===== config.mk =====
export PLATFORM = sky130hd
export DESIGN_NAME = adv_clock
export DESIGN_NICKNAME = d
export VERILOG_FILES = /design/src/rtl/clock_pkg.sv /design/src/rtl/wrap_counter.sv /design/src/rtl/adv_clock.sv
export SDC_FILE = /design/constraint.sdc
export NUM_CORES = 1
export LEC_CHECK = 0
export CAP_MARGIN = 10
export CORE_UTILIZATION = 44
export DETAILED_ROUTE_END_ITERATION = 12
export DONT_BUFFER_PORTS = 1
export SLEW_MARGIN = 20
export SYNTH_ARGS = -nofsm -noshare
export SYNTH_HDL_FRONTEND = slang
export SYNTH_HIERARCHICAL = 1
export SYNTH_SLANG_ARGS = --single-unit

===== constraint.sdc =====
create_clock -name i_clk -period 3.8 [get_ports i_clk]
set_input_delay 0.76 -clock i_clk [delete_from_list [all_inputs] [get_ports i_clk]]
set_output_delay 0.76 -clock i_clk [all_outputs]
set_load 0.005 [all_outputs]

===== src/rtl/clock_pkg.sv =====
// Shared definitions for the adv_clock time-of-day block: mode encoding,
// field widths and the 11<->12 crossing test used for the AM/PM flag.
package clock_pkg;

  localparam int SEC_W  = 6;
  localparam int MIN_W  = 6;
  localparam int HOUR_W = 5;

  typedef enum logic [1:0] {
    MODE_COUNT     = 2'd0,
    MODE_SET_MIN   = 2'd1,
    MODE_SET_HOUR  = 2'd2,
    MODE_CLEAR_SEC = 2'd3
  } mode_e;

  // True when a step of the hours field crosses between 11 and 12, which is
  // where the 12-hour AM/PM flag flips.
  function automatic logic crosses_noon(input logic up, input logic [HOUR_W-1:0] hours);
    return up ? (hours == HOUR_W'(11)) : (hours == HOUR_W'(12));
  endfunction

endpackage


===== src/rtl/wrap_counter.sv =====
// Bounded up/down counter with wrap-around, used for every time field.
// carry flags the cycle in which an enabled step wraps past the bound.
module wrap_counter #(
  parameter int MIN   = 0,
  parameter int MAX   = 59,
  parameter int WIDTH = 6,
  parameter int INIT  = 0
) (
  input  logic             clk,
  input  logic             rst_n,
  input  logic             en,
  input  logic             up,
  input  logic             clr,
  output logic [WIDTH-1:0] value,
  output logic             carry
);

  localparam logic [WIDTH-1:0] MIN_V  = WIDTH'(MIN);
  localparam logic [WIDTH-1:0] MAX_V  = WIDTH'(MAX);
  localparam logic [WIDTH-1:0] INIT_V = WIDTH'(INIT);

  logic [WIDTH-1:0] value_q;
  logic [WIDTH-1:0] value_d;

  // NOTE: value_d takes its hold value first so every path assigns it and no
  // latch is inferred.
  always_comb begin
    value_d = value_q;
    if (clr) begin
      value_d = MIN_V;
    end else if (en) begin
      if (up) value_d = (value_q == MAX_V) ? MIN_V : value_q + 1'b1;
      else    value_d = (value_q == MIN_V) ? MAX_V : value_q - 1'b1;
    end
  end

  // NOTE: state is updated with non-blocking assignments so all flops sample
  // their inputs from the same clock edge.
  always_ff @(posedge clk or negedge rst_n) begin
    if (!rst_n) value_q <= INIT_V;
    else        value_q <= value_d;
  end

  assign value = value_q;
  assign carry = en & ~clr & (up ? (value_q == MAX_V) : (value_q == MIN_V));

endmodule


===== src/rtl/adv_clock.sv =====
// Time-of-day clock with count/set/clear modes, 24h or 12h+AM/PM format.
// Define ADV_CLOCK_ALARM_EN to add an editable alarm and its match pulse.
module adv_clock
  import clock_pkg::*;
#(
  parameter int HOURS_24     = 1,
  parameter int INIT_HOURS   = 12,
  parameter int INIT_MINUTES = 0
) (
  input  logic              i_clk,
  input  logic              i_reset_n,
  input  logic              i_1hz_stb,
  input  logic              i_timeset_stb,
  input  logic [1:0]        i_mode,
  input  logic              i_set_down,
  output logic              o_clk_stb,
  output logic [SEC_W-1:0]  o_seconds,
  output logic [MIN_W-1:0]  o_minutes,
  output logic [HOUR_W-1:0] o_hours,
  output logic              o_pm,
  output logic              o_day_stb
`ifdef ADV_CLOCK_ALARM_EN
  ,
  input  logic              i_alarm_sel,
  input  logic              i_alarm_en,
  output logic [MIN_W-1:0]  o_alarm_minutes,
  output logic [HOUR_W-1:0] o_alarm_hours,
  output logic              o_alarm_pm,
  output logic              o_alarm
`endif
);

  localparam bit IS_24  = (HOURS_24 != 0);
  localparam int HR_MIN = IS_24 ? 0 : 1;
  localparam int HR_MAX = IS_24 ? 23 : 12;
  localparam logic [HOUR_W-1:0] HR_11 = HOUR_W'(11);

  if (INIT_MINUTES < 0 || INIT_MINUTES > 59) begin : g_bad_init_minutes
    $error("adv_clock: INIT_MINUTES out of range 0..59");
  end
  if (INIT_HOURS < HR_MIN || INIT_HOURS > HR_MAX) begin : g_bad_init_hours
    $error("adv_clock: INIT_HOURS out of range for the selected hour format");
  end

  mode_e mode;
  logic  edit_alarm;
  logic  count_upd;
  logic  step_up;
  logic  sec_en, sec_clr, sec_carry;
  logic  min_en, min_carry;
  logic  hr_en, hr_carry;
  logic  pm_q, pm_d;
  logic  day_q, day_d;

  assign mode      = mode_e'(i_mode);
  assign o_clk_stb = (mode != MODE_COUNT) ? i_timeset_stb : i_1hz_stb;

`ifdef ADV_CLOCK_ALARM_EN
  assign edit_alarm = i_alarm_sel;
`else
  assign edit_alarm = 1'b0;
`endif

  // Counting always steps upwards; the set modes follow i_set_down.
  assign count_upd = o_clk_stb & (mode == MODE_COUNT);
  assign step_up   = (mode == MODE_COUNT) | ~i_set_down;

  assign sec_en  = count_upd;
  assign sec_clr = o_clk_stb & (mode == MODE_CLEAR_SEC);
  assign min_en  = (count_upd & sec_carry)
                 | (o_clk_stb & (mode == MODE_SET_MIN) & ~edit_alarm);
  assign hr_en   = (count_upd & min_carry)
                 | (o_clk_stb & (mode == MODE_SET_HOUR) & ~edit_alarm);

  wrap_counter #(.MIN(0), .MAX(59), .WIDTH(SEC_W), .INIT(0)) u_seconds (
    .clk   (i_clk),
    .rst_n (i_reset_n),
    .en    (sec_en),
    .up    (1'b1),
    .clr   (sec_clr),
    .value (o_seconds),
    .carry (sec_carry)
  );

  wrap_counter #(.MIN(0), .MAX(59), .WIDTH(MIN_W), .INIT(INIT_MINUTES)) u_minutes (
    .clk   (i_clk),
    .rst_n (i_reset_n),
    .en    (min_en),
    .up    (step_up),
    .clr   (1'b0),
    .value (o_minutes),
    .carry (min_carry)
  );

  wrap_counter #(.MIN(HR_MIN), .MAX(HR_MAX), .WIDTH(HOUR_W), .INIT(INIT_HOURS)) u_hours (
    .clk   (i_clk),
    .rst_n (i_reset_n),
    .en    (hr_en),
    .up    (step_up),
    .clr   (1'b0),
    .value (o_hours),
    .carry (hr_carry)
  );

  // The day ends on 23->0 in 24h format, or 11 PM -> 12 AM in 12h format.
  always_comb begin
    pm_d = pm_q;
    if (!IS_24 && hr_en && crosses_noon(step_up, o_hours)) pm_d = ~pm_q;
    day_d = count_upd & (IS_24 ? hr_carry : (hr_en & (o_hours == HR_11) & pm_q));
  end

  always_ff @(posedge i_clk or negedge i_reset_n) begin
    if (!i_reset_n) begin
      pm_q  <= 1'b0;
      day_q <= 1'b0;
    end else begin
      pm_q  <= pm_d;
      day_q <= day_d;
    end
  end

  assign o_pm      = pm_q;
  assign o_day_stb = day_q;

`ifdef ADV_CLOCK_ALARM_EN
  logic amin_en, ahr_en;
  logic amin_carry_unused, ahr_carry_unused;
  logic apm_q, apm_d;
  logic arm_q, arm_d;

  assign amin_en = o_clk_stb & (mode == MODE_SET_MIN)  & edit_alarm;
  assign ahr_en  = o_clk_stb & (mode == MODE_SET_HOUR) & edit_alarm;

  wrap_counter #(.MIN(0), .MAX(59), .WIDTH(MIN_W), .INIT(0)) u_alarm_minutes (
    .clk   (i_clk),
    .rst_n (i_reset_n),
    .en    (amin_en),
    .up    (~i_set_down),
    .clr   (1'b0),
    .value (o_alarm_minutes),
    .carry (amin_carry_unused)
  );

  wrap_counter #(.MIN(HR_MIN), .MAX(HR_MAX), .WIDTH(HOUR_W), .INIT(IS_24 ? 0 : 12)) u_alarm_hours (
    .clk   (i_clk),
    .rst_n (i_reset_n),
    .en    (ahr_en),
    .up    (~i_set_down),
    .clr   (1'b0),
    .value (o_alarm_hours),
    .carry (ahr_carry_unused)
  );

  // arm_q marks the cycle right after a counting update rolled seconds to 0;
  // the alarm registers cannot change then, so the match is stable.
  always_comb begin
    apm_d = apm_q;
    if (!IS_24 && ahr_en && crosses_noon(~i_set_down, o_alarm_hours)) apm_d = ~apm_q;
    arm_d = count_upd & sec_carry & i_alarm_en;
  end

  always_ff @(posedge i_clk or negedge i_reset_n) begin
    if (!i_reset_n) begin
      apm_q <= 1'b0;
      arm_q <= 1'b0;
    end else begin
      apm_q <= apm_d;
      arm_q <= arm_d;
    end
  end

  assign o_alarm_pm = apm_q;
  assign o_alarm    = arm_q & (o_minutes == o_alarm_minutes)
                    & (o_hours == o_alarm_hours) & (o_pm == apm_q);
`endif

endmodule


* Yosys cells after proc, flatten, opt, wreduce, memory -nomap -nowiden
Cells that the tools add are included.
** Word-level totals
- RAM bits :: 0
- Register bits after elaboration :: 18
- Memories kept :: 0
- Memory bits (read-only) :: 0
- Output and inout port bits :: 20
- Latch bits :: 0
- Logic and storage cells :: 48
- Input port bits :: 7
** Operators by class
- Div/mod/pow operators :: 0
- $lt $le $gt $ge :: 0
- Equal/unequal tests :: 6
- Reductions and logical operators :: 5
- Multiply operators :: 0
- Add/sub/neg operators :: 5
- Muxes and demuxes :: 12
- Shift operators :: 0
- Bitwise gates (word level) :: 16
** Operator list (count)
- $mux 6 :: 6
- $mux 5 :: 3
- $add 6x1->6 const B :: 2
- $eq 6x6->1 const B :: 2
- $and 1x1->1 :: 11
- $logic_not 6->1 :: 1
- $sub 6x1->6 const B :: 1
- $add 5x1->5 const B :: 1
- $eq 5x5->1 const B :: 1
- $logic_not 5->1 :: 1
- $sub 5x1->5 const B :: 1
- $eq 2x2->1 const B :: 2
- $reduce_bool 2->1 :: 2
- $mux 1 :: 3
- $or 1x1->1 :: 3
- $eq 2x1->1 const B :: 1
- $logic_not 2->1 :: 1
- $not 1->1 :: 2

* Longest topological paths before layout
Gate-level depths: netlist of the first run.
- Word-level depth :: 13
- Gate-level depth with buffers :: 16

* By module
Netlist of the first run, hierarchy kept.
** Modules (own cells, without submodules)
- wrap_counter (u_minutes ...) :: instances 2, cells each 68, area an instance 581.8 um2
- wrap_counter (u_hours) :: instances 1, cells each 39, area an instance 375.4 um2
- adv_clock :: instances 1, cells each 16, area an instance 115.1 um2

* Least setup slack after synthesis of the first run
No wires, ideal clock.
- Kind :: input to register
- Start :: input i_mode[1]
- End :: register u_hours.value_q[4], in the netlist u_hours/value[4]
- Slack :: 866 ps
- Library setup time :: 96 ps
- Required time :: 3704 ps
- Arrival :: 2838 ps
- Path buffers :: 1
- Stages :: 11
- Cell sequence :: o21ai_0 > buf_4 > nand2_1 > nor4_1 > nor2_1 > nor2_1 > nand3b_1 > a21oi_1 > inv_1 > o221a_1 > a311oi_2
** Between the ends
- Longest elaborated chain between the ends :: 11
- Elaborated cells between the ends (all ways) :: 21
- Those cells by class :: eq/ne (3); mux (3); bitwise (13); reduce/logical (2)
** Ends and longest elaborated chain
- start, declared :: RTL line adv_clock.sv:14 : input logic [1:0] i_mode,
- $reduce_bool 2->1 :: RTL line adv_clock.sv:56 : assign o_clk_stb = (mode != MODE_COUNT) ? i_timeset_stb : i_1hz_stb;
- $mux 1 :: RTL line adv_clock.sv:56
- $and 1x1->1 :: RTL line adv_clock.sv:69 : assign sec_clr = o_clk_stb & (mode == MODE_CLEAR_SEC);
- $not 1->1 :: RTL line wrap_counter.sv:45 : assign carry = en & ~clr & (up ? (value_q == MAX_V) : (value_q == MIN_V));
- $and 1x1->1 (2 in a row) :: RTL line wrap_counter.sv:45
- $and 1x1->1 :: RTL line adv_clock.sv:70 : assign min_en = (count_upd & sec_carry)
- $or 1x1->1 :: RTL line adv_clock.sv:71 : | (o_clk_stb & (mode == MODE_SET_MIN) & ~edit_alarm);
- $and 1x1->1 (*) :: RTL line wrap_counter.sv:45
- via min_carry :: RTL line adv_clock.sv:50 : logic min_en, min_carry;
- $and 1x1->1 (*) :: RTL line adv_clock.sv:72 : assign hr_en = (count_upd & min_carry)
- $or 1x1->1 (*) :: RTL line adv_clock.sv:73 : | (o_clk_stb & (mode == MODE_SET_HOUR) & ~edit_alarm);
- via hr_en :: RTL line adv_clock.sv:51 : logic hr_en, hr_carry;
- end signal, assigned :: RTL line wrap_counter.sv:41 : else value_q <= value_d;
- end, declared :: RTL line wrap_counter.sv:22 : logic [WIDTH-1:0] value_q;
Mark *: on every way through the listed nets, which the timed path passes. The rest lies on a longest branch.
A chain may end at the register's enable or synchronous reset.

* Worst setup path after layout of the first run
- Start :: register u_seconds.value_q[1], in the netlist u_seconds/value[1]
- End :: register u_hours.value_q[4], in the netlist u_hours/value[4]
** Between the ends
- Longest elaborated chain between the ends :: 7
** Ends and longest elaborated chain
- start, declared :: RTL line wrap_counter.sv:22
- start signal, assigned :: RTL line wrap_counter.sv:41
- $eq 6x6->1 :: RTL line wrap_counter.sv:45
- $and 1x1->1 :: RTL line wrap_counter.sv:45
- via sec_carry :: RTL line adv_clock.sv:49 : logic sec_en, sec_clr, sec_carry;
- $and 1x1->1 :: RTL line adv_clock.sv:70
- $or 1x1->1 :: RTL line adv_clock.sv:71
- via min_en :: RTL line adv_clock.sv:50
- $and 1x1->1 :: RTL line wrap_counter.sv:45
- via min_carry :: RTL line adv_clock.sv:50
- $and 1x1->1 :: RTL line adv_clock.sv:72
- $or 1x1->1 :: RTL line adv_clock.sv:73
- via hr_en :: RTL line adv_clock.sv:51
The timed path passes the listed nets, and every way through them passes these cells.

==> flow_metrics.tcl, run 1 <==
set metrics [dict create \
    dp_hpwl_mm 2.70 \
    period_needed_ns 3.22 \
    post-route-drc-count 0 \
    synthCells 191 \
    vias 1477 \
    drt_iter0_markers 113 \
    clk_pin_slew_ns 0.08 \
    fmax_mhz 311 \
    htree_levels 1 \
    peakVddDrop_uv 129 \
    async_flop_share 1.00 \
    hold_violations 0 \
    cp_data_required_time_ns 3.96 \
    grt_max_degree 19 \
    synth_edf_count 0 \
    synth-seq-cells 18 \
    critPathCaptureType "flop" \
    setup-tns-final_ns 0 \
    min_path_type "in -> async" \
    syn_area_per_cell_sq_um 8.66 \
    cts_max_path_buffers 2 \
    worst_setup_path_start_kind "flop" \
    die_x_um 63.3 \
    place_inst 243 \
    crit_chain "ha_1, nand2_1, nor4_1, nor2_1, nor2_1, nand3b_1, a21oi_1, buf_4, nand2b_1, nor2_1, nand3b_1, a21oi_2, inv_1, o221a_1, a311oi_2" \
    grt_pass1_wl_mm 6.55 \
    root_buffer "clkbuf_8" \
    cap_viol_max_count 0 \
    antenna_found_initial 0 \
    power_density_nw_per_um2 363 \
    die_area_sq_um 4010 \
    wl_per_cell_um 15.1 \
    clock_latency_ns 0.26 \
    fin_util 0.508 \
    fin_crit_sh 0.847 \
    crit_top_cell "nor2_1" \
    critPathMaxFanout 9 \
    finalNonFillerCells 247 \
    cts_setup_buffers 0 \
    fin_skew_ns 0.00625 \
    gr-total-overflow 0 \
    synth_area_sq_um 1650 \
    design_area_sq_um 1760 \
    path_class "reg -> reg" \
    gr-usage-all-layers 0.204 \
    routed_via_density 5.98 \
    postPlaceCellArea_sq_um 1700 \
    p_leak_nw 0.717 \
    row_count 21 \
    outcome "completed" \
    clock-sinks 18 \
    grt_pass1_vias 1455 \
    die_y_um 63.3 \
    cts_tree "built" \
    diodes 0 \
    coreArea_sq_um 3470 \
    fin_nets 217 \
    portBuffers 0 \
    cp_slowest_cell "dfrtp_1" \
    antenna_left 0 \
    first_pass_iters 4 \
    ys_types 49 \
    post_cts_resized 0 \
    place_ws_ns 0.426 \
    slew_viol_final 0 \
    setup_viol 0 \
    gp_congestion 0.809 \
    whs_ns 0.186 \
    syn_to_final_growth_pct 6.43 \
    ioPinCount 27 \
    cp.arrival_ns 3.38 \
    rsz0062_at_grt "no" \
    start_util 0.477 \
    final_layout_size_suffix_gt1_frac 0.139 \
    routed_wl_mm 3.72 \
    cts-buffers-inserted 3 \
    ctsHoldBuffers 0 \
    slowest_delay_ns 0.51 \
    ys_seq_area_frac 0.274 \
    ys.flop_type "dfrtp_1" \
    yosys_warnings 6 \
    finalPower_mw 0.640 \
    fin_ws_ns 0.582 \
]
layout by cell type (no fill, tap or decap), types with 3 or more instances in the layout:
| cell type | netlist | routed |
|---|---|---|
| a211oi_1 | 5 | 5 |
| a21oi_1 | 10 | 9 |
| and3_1 | 3 | 3 |
| and3_2 | 3 | 3 |
| buf_4 | 5 | 3 |
| clkbuf_8 | 0 | 4 |
| conb_1 | 2 | 15 |
| dfrtp_1 | 16 | 16 |
| ha_1 | 8 | 8 |
| inv_1 | 12 | 12 |
| mux2i_1 | 5 | 5 |
| nand2_1 | 14 | 14 |
| nand2b_1 | 6 | 6 |
| nand3_1 | 3 | 3 |
| nor2_1 | 14 | 14 |
| nor2b_1 | 6 | 6 |
| nor3b_1 | 4 | 4 |
| nor4_1 | 4 | 4 |
| o21ai_0 | 13 | 12 |
| or4_1 | 3 | 3 |
| xnor2_1 | 5 | 5 |
per-layer routing:
| metal | track usage | wire (um) | vias up |
|---|---|---|---|
| met5 | 0 | 0 | - |
| li1 | - | - | 712 |
| met1 | 0.243 | 1640 | 723 |
| met4 | 0.0795 | 36 | 0 |
| met2 | 0.349 | 1860 | 38 |
| met3 | 0.0525 | 187 | 4 |
critical path, delay by kind of cell, from the launching register on:
family,cells,cell delay (ns)
fa+ha+maj,1,0.27
simple gates,8,1.00
buf+inv,2,0.31
flops,1,0.51
compound gates,4,1.03
Yosys cell counts (2+ instances only):
master    instances  area share
nand3b_1          2      0.0091
nor2_1           14       0.032
ha_1              8       0.061
and4_1            2       0.011
nand2b_1          6       0.023
nand4_1           2      0.0076
o21a_1            2      0.0091
nand3_1           3      0.0091
conb_1            2      0.0045
buf_6             3       0.020
and3_1            3       0.011
nand2_1          14       0.032
a21oi_1          10       0.030
a31oi_1           2      0.0076
nor3_2            2       0.012
nor4_1            4       0.015
and3_4            2       0.014
dfstp_2           2       0.032
mux2_2            2       0.014
dfrtp_1          16        0.24
o41ai_2           2       0.020
o21ai_0          13       0.039
nor2b_1           6       0.023
a221o_1           2       0.012
a41o_1            2       0.012
nor3b_1           4       0.018
buf_2             2      0.0061
o31ai_1           2      0.0091
buf_4             5       0.023
a21o_2            2       0.011
o32ai_1           2       0.011
a221oi_1          2       0.011
a211oi_1          5       0.023
mux2i_1           5       0.030
xnor2_1           5       0.026
a211o_2           2       0.012
o41ai_1           2       0.011
or4_1             3       0.014
and3_2            3       0.014
inv_1            12       0.027
cells by family after synthesis:
family | count (synthesis) | synth area share
adders and majority gates | 8 | 0.0605
AOI/OAI and AO/OA | 54 | 0.243
xor gates and xnor gates | 5 | 0.0265
muxes | 7 | 0.0439
buffers and inverters | 22 | 0.0764
DFF | 18 | 0.274
other | 2 | 0.00454
and+or+nand+nor | 75 | 0.272
path summary, 6_finish.rpt:
| kind | start | to | slack (ns) | cells past startpoint |
|---|---|---|---|---|
| min in group i_clk | u_hours/value[3] | u_hours/value[3] | 0.55 | 2 |
| worst max-delay path | u_seconds/value[1] | u_hours/value[4] | 0.58 | 15 |
| worst min-delay path | i_reset_n | u_hours/value[0] | 0.19 | 0 |
| worst max register to register | u_seconds/value[1] | u_hours/value[4] | 0.58 | 15 |
| max in group asynchronous | i_reset_n | u_hours/value[2] | 3.44 | 0 |
| worst min register to register | u_hours/value[3] | u_hours/value[3] | 0.55 | 2 |
registers in the layout, summed over array words and instances (netlist names):
| signal | count |
|---|---|
| o_day_stb | 1 |
| u_hours/value | 5 |
| u_seconds/value | 6 |
| u_minutes/value | 6 |
final cells by class:
cell class,instances,area [sq um]
Multi-Input combinational cell,164,1130
Tap cell,46,57.6
Fill cell,326,1710
Inverter,12,45.0
Timing Repair Buffer,3,22.5
Clock buffer,4,55.1
Sequential cell,18,453
power breakdown:
group,leakage [nW],switching (mW),internal [mW]
Combinational,0.452,0.108,0.0963
Clock,0.0288,0.0693,0.0922
Sequential,0.236,0.0597,0.215
Total,0.717,0.237,0.403
Note: power is estimated with default switching activity, not from simulation.
==> inputs of run 2 (changes only) <==
ABC_AREA = 1   (was not set)
clock period = 3.1 ns   (was 3.8 ns; I/O delays follow)
==> run 2 against run 1 <==
  * Critical path depth rose by 4
  * First-iteration DRC count fell by 25%
  * Worst setup slack improved by 0.023 ns
  * Synthesized cell count rose by 34%
  * Design area fell by 1.1%
  * Clock power rose by 9%
  * Sequential share of layout area rose by 0.30 points
  * Maximum frequency rose by 29%
  * Total power rose by 8.0%
  * Critical endpoint is now o_day_stb
  * Largest power group unchanged
==> flow_metrics.tcl, run 2 <==
set metrics [dict create \
    outcome "completed" \
    final_layout_size_suffix_gt1_frac 0.146 \
    post-route-drc-count 0 \
    clock-sinks 18 \
    htree_levels 1 \
    critPathMaxFanout 6 \
    row_count 21 \
    setup_viol 0 \
    die_y_um 63.1 \
    yosysTopAreaCellShare 0.244 \
    cts-buffers-inserted 3 \
    cts_setup_buffers 0 \
    die_x_um 63.1 \
    p_leak_nw 0.860 \
    whs_ns 0.0484 \
    antenna_left 0 \
    cp.arrival_ns 2.69 \
    die_area_sq_um 3980 \
    reg2reg_from "u_seconds/value[1]" \
    cts_max_path_buffers 2 \
    setup-tns-final_ns 0 \
    yosysMostFrequentCell "nand2_1" \
    reg2reg_depth 19 \
    period_needed_ns 2.50 \
    clk_pin_slew_ns 0.07 \
    cap_viol_max_count 0 \
    postPlaceCellArea_sq_um 1700 \
    synthCells 255 \
    worst_slew_pin_slew_ns 0.673 \
    rsz0062_at_grt "no" \
    ys_seq_area_frac 0.275 \
    r2r_slack_ns 0.60 \
    crit_family "simple AND/OR/NAND/NOR gates" \
    routed_wl_mm 3.67 \
    ys_types 27 \
    grt_pass1_vias 1455 \
    critPathCaptureType "flop" \
    finalNonFillerCells 306 \
    max_slew_margin 0.548 \
    place_inst 302 \
    start_util 0.474 \
    yosys_warnings 6 \
    place_ws_ns 0.437 \
    routed_via_density 5.09 \
    worst_setup_path_start_kind "flop" \
    min_path_type "in -> async" \
    grt_max_degree 19 \
    syn_to_final_growth_pct 5.86 \
    regToRegEndpoint "o_day_stb" \
    syn_area_per_cell_sq_um 6.45 \
    gp_congestion 0.821 \
    fin_util 0.502 \
    portBuffers 0 \
    antenna_found_initial 0 \
    ctsHoldBuffers 0 \
    drt_iter0_markers 85 \
    synthTopCellsByCount "nand2_1, nand3_1, inv_1, nor2_1, dfrtp_1" \
    slew_viol_final 0 \
    mostFrequentLayoutCells "nand2_1, nand3_1, inv_1" \
    gr-usage-all-layers 0.204 \
    crit_chain "ha_1, nand3_1, nor2_1, nor2_1, nor2_1, nand3_1, nand2_1, inv_2, nor2_8, inv_1, nor2_1, nand3_1, nand2_1, inv_1, nor2_2, inv_1, a21oi_1, inv_1, nor2_2" \
    gr-total-overflow 0 \
    fin_nets 276 \
    fmax_mhz 401 \
    cp_data_required_time_ns 3.29 \
    fin_crit_sh 0.805 \
    peakVddDrop_uv 226 \
    grt_pass1_wl_mm 6.42 \
    cp_slowest_cell "dfrtp_1" \
    fin_skew_ns 0.00481 \
    power_density_nw_per_um2 397 \
    fin_ws_ns 0.604 \
    diodes 0 \
    slowest_delay_ns 0.46 \
    post_cts_resized 0 \
    cp_num_buf_inv 5 \
    wl_per_cell_um 12.0 \
    layout_commonest_cell "nand2_1" \
    coreArea_sq_um 3470 \
    first_pass_iters 4 \
    root_buffer "clkbuf_8" \
    synth_area_sq_um 1640 \
    design_area_sq_um 1740 \
    nFillCells 386 \
    async_flop_share 1.00 \
    clock_latency_ns 0.26 \
    hold_violations 0 \
    finalPower_mw 0.691 \
    ys.flop_type "dfrtp_1" \
    synth_area_leaders "dfrtp_1, nand2_1, nand3_1" \
    synth_area_leader_cell "dfrtp_1" \
    vias 1557 \
    dp_hpwl_mm 2.93 \
    cts_tree "built" \
    ioPinCount 27 \
    synth-seq-cells 18 \
    synth_edf_count 0 \
    path_class "reg -> reg" \
]
-- run 2: cells by family (layout without fill, tap and decap cells) --
kind of cell,after synthesis,in the layout,synth area share
buf+inv,43,43,0.107
other cells,2,7,0.00457
compound gates,33,33,0.114
simple gates,150,150,0.433
xor+xnor,1,1,0.00533
fa+ha+maj,8,8,0.0609
flops,18,18,0.275
-- run 2: worst max-delay path by stage --
stage,from,to,slack (ns),cells after the start
global route,u_seconds/value[0],o_day_stb,0.29,19
finish,u_seconds/value[1],o_day_stb,0.60,19
CTS,u_seconds/value[1],o_day_stb,0.58,19
detailed placement,i_mode[1],o_day_stb,0.44,21
global placement,i_mode[1],o_day_stb,0.51,21
floorplan,i_mode[1],o_day_stb,0.56,14
-- run 2: cell type report --
cell class / instances / area (sq um) / share of cell area
inverters: 38 / 143 / 0.0820
repair buffers: 1 / 7.51 / 0.00431
multi-input cells: 199 / 1030 / 0.595
clock buffers: 4 / 45.0 / 0.0259
well taps: 46 / 57.6 / 0.0331
flip-flops and latches: 18 / 453 / 0.260
-- run 2: layer usage --
layer,track usage,up-vias,share of wire
met1,0.290,710,0.52
met4,0.0698,0,0.0057
met5,0,-,0
met3,0.0254,2,0.030
met2,0.315,30,0.44
li1,-,815,-
-- run 2: report_power, final --
part | switching (mW) | internal, mW | total, mW
Combinational | 0.135 | 0.0774 | 0.212
Sequential | 0.0480 | 0.256 | 0.304
Clock | 0.0834 | 0.0914 | 0.175
Total | 0.266 | 0.425 | 0.691
-- run 2: worst register-to-register path, cell delays in order (launching register included) --
cell     delay (ns)
dfrtp_1        0.46
ha_1           0.25
nand3_1        0.10
nor2_1         0.16
nor2_1         0.09
nor2_1         0.09
nand3_1        0.07
nand2_1        0.10
inv_2          0.07
nor2_8         0.09
inv_1          0.06
nor2_1         0.11
nand3_1        0.08
nand2_1        0.12
inv_1          0.06
nor2_2         0.13
inv_1          0.08
a21oi_1        0.13
inv_1          0.07
nor2_2         0.10
